File: src/rtl/axis_to_bram_loader.sv
// axis_to_bram_loader: writes one AXI4-Stream frame into the playback BRAM
// from address 0. It reports load completion, the word count and a sticky
// overflow flag for frames that do not fit.
module axis_to_bram_loader #(
    parameter int unsigned BRAM_DEPTH_BITS        = 10,
    parameter int unsigned C_S00_AXIS_TDATA_WIDTH = 64,
    parameter int unsigned BRAM_TDATA_WIDTH       = 64
) (
    input  logic                                s00_axis_aclk,
    input  logic                                s00_axis_aresetn,
    input  logic [C_S00_AXIS_TDATA_WIDTH-1:0]   s00_axis_tdata,
    input  logic [C_S00_AXIS_TDATA_WIDTH/8-1:0] s00_axis_tstrb,
    input  logic                                s00_axis_tvalid,
    input  logic                                s00_axis_tlast,
    output logic                                s00_axis_tready,
    input  logic                                load_start,
    output logic [BRAM_DEPTH_BITS-1:0]          bram_addr,
    output logic [BRAM_TDATA_WIDTH-1:0]         bram_dataout,
    output logic                                bram_en,
    output logic                                bram_we,
    output logic                                load_done,
    output logic                                overflow,
    output logic [BRAM_DEPTH_BITS:0]            word_count
);

    localparam int unsigned CNT_W = BRAM_DEPTH_BITS + 1;
    localparam logic [CNT_W-1:0] LAST_ADDR = CNT_W'((1 << BRAM_DEPTH_BITS) - 1);

    typedef enum logic [1:0] {
        S_IDLE,
        S_LOAD,
        S_DRAIN,
        S_DONE
    } state_t;

    state_t                      r_state;
    logic                        r_tready;
    logic [BRAM_DEPTH_BITS-1:0]  r_bram_addr;
    logic [BRAM_TDATA_WIDTH-1:0] r_bram_dataout;
    logic                        r_bram_en;
    logic                        r_bram_we;
    logic                        r_load_done;
    logic                        r_overflow;
    logic [CNT_W-1:0]            r_word_count;

    logic w_hs;
    logic w_unused_tstrb;

    // A beat transfers when the source is valid and the loader is ready.
    assign w_hs = s00_axis_tvalid & r_tready;

    // Strobes carry no information here; every beat is a full word.
    assign w_unused_tstrb = ^s00_axis_tstrb;

    // Load FSM with registered stream, BRAM and status outputs.
    always_ff @(posedge s00_axis_aclk or negedge s00_axis_aresetn) begin
        if (!s00_axis_aresetn) begin
            r_state        <= S_IDLE;
            r_tready       <= 1'b0;
            r_bram_addr    <= '0;
            r_bram_dataout <= '0;
            r_bram_en      <= 1'b0;
            r_bram_we      <= 1'b0;
            r_load_done    <= 1'b0;
            r_overflow     <= 1'b0;
            r_word_count   <= '0;
        end else begin
            // Write strobes are single-cycle pulses by default.
            r_bram_en <= 1'b0;
            r_bram_we <= 1'b0;
            case (r_state)
                S_IDLE: begin
                    if (load_start) begin
                        r_state      <= S_LOAD;
                        r_tready     <= 1'b1;
                        r_word_count <= '0;
                    end
                end
                S_LOAD: begin
                    if (w_hs) begin
                        r_bram_en      <= 1'b1;
                        r_bram_we      <= 1'b1;
                        r_bram_addr    <= r_word_count[BRAM_DEPTH_BITS-1:0];
                        r_bram_dataout <= BRAM_TDATA_WIDTH'(s00_axis_tdata);
                        r_word_count   <= r_word_count + CNT_W'(1);
                        if (s00_axis_tlast) begin
                            r_state     <= S_DONE;
                            r_tready    <= 1'b0;
                            r_load_done <= 1'b1;
                        end else if (r_word_count == LAST_ADDR) begin
                            // BRAM is full but the frame continues: swallow the rest.
                            r_state    <= S_DRAIN;
                            r_overflow <= 1'b1;
                        end
                    end
                end
                S_DRAIN: begin
                    if (w_hs && s00_axis_tlast) begin
                        r_state     <= S_DONE;
                        r_tready    <= 1'b0;
                        r_load_done <= 1'b1;
                    end
                end
                S_DONE: begin
                    if (load_start) begin
                        r_state      <= S_LOAD;
                        r_tready     <= 1'b1;
                        r_load_done  <= 1'b0;
                        r_overflow   <= 1'b0;
                        r_word_count <= '0;
                    end
                end
                default: begin
                    r_state  <= S_IDLE;
                    r_tready <= 1'b0;
                end
            endcase
        end
    end

    assign s00_axis_tready = r_tready;
    assign bram_addr       = r_bram_addr;
    assign bram_dataout    = r_bram_dataout;
    assign bram_en         = r_bram_en;
    assign bram_we         = r_bram_we;
    assign load_done       = r_load_done;
    assign overflow        = r_overflow;
    assign word_count      = r_word_count;

endmodule

File: config.mk
export PLATFORM = sky130hd
export DESIGN_NAME = axis_to_bram_loader
export DESIGN_NICKNAME = d
export VERILOG_FILES = /design/src/rtl/axis_to_bram_loader.sv
export SDC_FILE = /design/constraint.sdc
export NUM_CORES = 1
export LEC_CHECK = 0
export ABC_AREA = 1
export CORE_ASPECT_RATIO = 1.75
export CORE_MARGIN = 2
export CORE_UTILIZATION = 39
export CTS_BUF_LIST = sky130_fd_sc_hd__clkbuf_8
export CTS_CLUSTER_SIZE = 12
export DETAILED_ROUTE_END_ITERATION = 6
export PLACE_DENSITY = 0.75
export SLEW_MARGIN = 15
export SYNTH_ARGS = -nofsm -noshare
export SYNTH_HDL_FRONTEND = slang
export SYNTH_SLANG_ARGS = --single-unit
export TNS_END_PERCENT = 50
File: constraint.sdc
create_clock -name s00_axis_aclk -period 1.4 [get_ports s00_axis_aclk]
set_clock_uncertainty 0.05 [all_clocks]
set_input_delay 0.14 -clock s00_axis_aclk [delete_from_list [all_inputs] [get_ports s00_axis_aclk]]
set_output_delay 0.14 -clock s00_axis_aclk [all_outputs]
set_load 0.05 [all_outputs]
==> flow_summary.yaml <==
floorplanning:
  start_util: 0.3996
  die-area_um2: 10540
  rows: 47
  die_w_um: 78.46
  core-area_um2: 9468
  die_y_um: 134.3
  ios: 167
finish:
  regArea_um2: 2290
  nNetsFinal: 718
  design_area_um2: 7156
  diodes: 0
  drive_above_1_share: 0.2933
  fillerInstances: 605
  multi_input_area_um2: 1438
  area_delta_synth_final_pct: 89.12
logic_synthesis:
  ys_types: 20
  synth_fp_nets: 528
  yosys_warnings: 0
  syn_inst: 446
  synth_area_um2: 3784
  ys_seq_area_frac: 0.6019
  syn_avg_cell_area_um2: 8.483
  ys_seq_elements: 91
sta:
  tns_ns: -9.858
  max_freq_ghz: 0.6225
  min_period_over_period: 1.147
  rsz0062_at_grt: "true"
  slew_headroom: 0.7789
  tightest_slew_ns: 0.3317
  setup_viol: 90
  hold_violations: 0
  setup_ws_ns: -0.2064
  period_minus_slack_ns: 1.606
  drv_slew: 0
setup_path:
  path_cells: "buf_4, ha_4, nand2_2, nand3_4, buf_6, o21ai_2, nand2_1, nor2_1"
  max_stage_delay_ns: 0.41
  crit_fanout: 5
  crit_family: "simple AND/OR/NAND/NOR gates"
  cp-start-kind: "flip-flop"
  crit_buf_inv: 2
  worstPathArrival_ns: 1.84
  end_kind: "flip-flop"
  crit_type: "flip-flop to flip-flop"
  cp_slowest_cell: "dfrtp_1"
  critPathRequiredTime_ns: 1.64
pwr:
  power.density_nw_per_um2: 2535
  clock_power_share: 0.095
  vdd_drop_max_uv: 1706
  swShare: 0.4574
  p_switching_mw: 8.298
  leakage_nw: 3.465
  intPower_mw: 9.842
  pwr-share-comb: 0.642
  seqPwrFrac: 0.264
drt:
  drc: 0
  drt_iter0_drc: 233
  route.vias.total: 3724
  ant_nets: 0
  post_drt_via_cell_ratio: 4.881
  finalWirelength_mm: 12.96
  avgRoutedWirePerCell_um: 16.99
  first_pass_iters: 4
grt:
  grt_use_total: 0.2341
  grt_pass1_wl_mm: 18.91
  overflow: 0
  grt_max_degree: 32
  first_global_vias: 3841
  grt_antenna_before_repair: 0
clock_network:
  numCtsBuffers: 9
  cts_tree: "built"
  clkLatencyLatePin_ns: 0.36
  cts.sinks: 91
  cts_buffer_depth: 2
  htree_levels: 3
  cts_root_buffer: "clkbuf_8"
  clk_pin_slew_ns: 0.09
status:
  violations: "negative setup slack"
  status: "complete, but fails checks"
placement:
  placed_area_um2: 6613
  hpwl_mm: 9.138
  port_buffers: 158
  place_congestion: 0.9058
flow_run:
  cap_violations: 0
hold_path:
  hold_path.class: "primary input to asynchronous set/reset pin"
==> through the flow <==
step | setup slack [ns] | cells | utilization | power, mW | hold slack (ns)
6_report | -0.2064 | 763 | 0.7558 | 18.14 | 0.1619
5_1_grt | -0.2300 | 763 | 0.7558 | 18.92 | 0.1901
4_1_cts | -0.1327 | 754 | 0.7288 | 17.64 | 0.1616
3_5_place_dp | -0.2819 | 735 | 0.6984 | 15.54 | 0.01888
3_3_place_gp | -0.1941 | 735 | 0.6984 | 15.25 | 0.01618
2_1_floorplan | -0.06552 | 446 | - | 9.603 | -0.2056
==> cell families (layout without fill, tap and decap cells) <==
| logic type | Yosys count | after routing | synth area share |
|---|---|---|---|
| simple gates | 280 | 280 | 0.2920 |
| flops | 91 | 91 | 0.6019 |
| compound gates | 26 | 26 | 0.03439 |
| fa+ha+maj | 5 | 5 | 0.01653 |
| buf+inv | 44 | 239 | 0.05522 |
==> metal layers <==
| layer | vias to the layer above | part of all wire | routed length (um) | GRT usage |
|---|---|---|---|---|
| met5 | - | 0 | 0 | 0 |
| met4 | 0 | 0.032 | 412 | 0.1189 |
| met3 | 27 | 0.049 | 636 | 0.03836 |
| met2 | 147 | 0.59 | 7587 | 0.4598 |
| met1 | 1812 | 0.33 | 4328 | 0.2273 |
| li1 | 1738 | - | - | - |
==> layout make-up <==
type                    instances  area share
clock buffers                   9     0.01731
clock inverters                 7    0.008743
inverters                      26     0.01644
multi-input cells             311      0.2009
flip-flops and latches         91      0.3200
well taps                     122     0.02133
repair buffers                197      0.4153
==> registers in the layout, summed over array words and instances (netlist names) <==
name             cells
s00_axis_tready      1
bram_we              1
r_state              2
load_done            1
bram_addr           10
word_count          11
bram_dataout        64
overflow             1
==> cell usage in the layout (no fill, tap or decap), types with 4 or more instances in the layout <==
master and n:
o21ai_1 10, clkbuf_8 9, ha_4 4, nand3_1 9, inv_2 5, nor2_2 4, dfrtp_1 81, nand2_1 234
nand4_1 4, o21ai_0 10, nor2_1 13, buf_4 22, nand2_2 4, buf_12 96, inv_1 19, clkbuf_16 5
clkdlybuf4s50_1 67, dfrtp_2 10
==> Yosys cell counts, drive strengths merged <==
cell    instances  area (um^2)
a21oi           3        15.01
buf            17        107.6
clkbuf          1        3.750
dfrtp          91         2277
ha              5        62.56
inv            26        97.59
nand2         240        900.9
nand3          10        55.05
nand4           4        25.02
nor2           20        92.59
nor3            5        25.02
nor4            1        6.260
o21ai          23        115.1
==> repair_timing <==
item	in CTS	in global routing
resized for setup	28	23
hold endpoints to repair	90	0
buffers inserted	2	5
pin swaps	8	6
setup endpoints to repair	89	91
gates cloned	0	5
hold buffers	1	0
==> power by group through the flow <==
stage / Sequential, mW / Combinational (mW) / Clock, mW
6_report: 4.78 / 11.6 / 1.72
5_1_grt: 4.90 / 12.2 / 1.85
4_1_cts: 4.78 / 11.1 / 1.74
3_5_place_dp: 4.82 / 10.7 / 0
3_3_place_gp: 4.74 / 10.5 / 0
2_1_floorplan: 7.64 / 1.96 / 0
==> final timing paths <==
kind                                      from               end  slack (ns)  cells past startpoint
min                           s00_axis_aresetn      bram_addr[2]        0.16                      2
min in group s00_axis_aclk  s00_axis_tdata[58]  bram_dataout[58]        0.26                      3
max reg2reg                         r_state[0]     word_count[2]       -0.21                      8
max                                 r_state[0]     word_count[2]       -0.21                      8
min reg2reg                   bram_dataout[61]  bram_dataout[61]        0.48                      2
max in group asynchronous     s00_axis_aresetn  bram_dataout[55]        0.60                      3
Note: power is estimated with default switching activity, not from simulation.
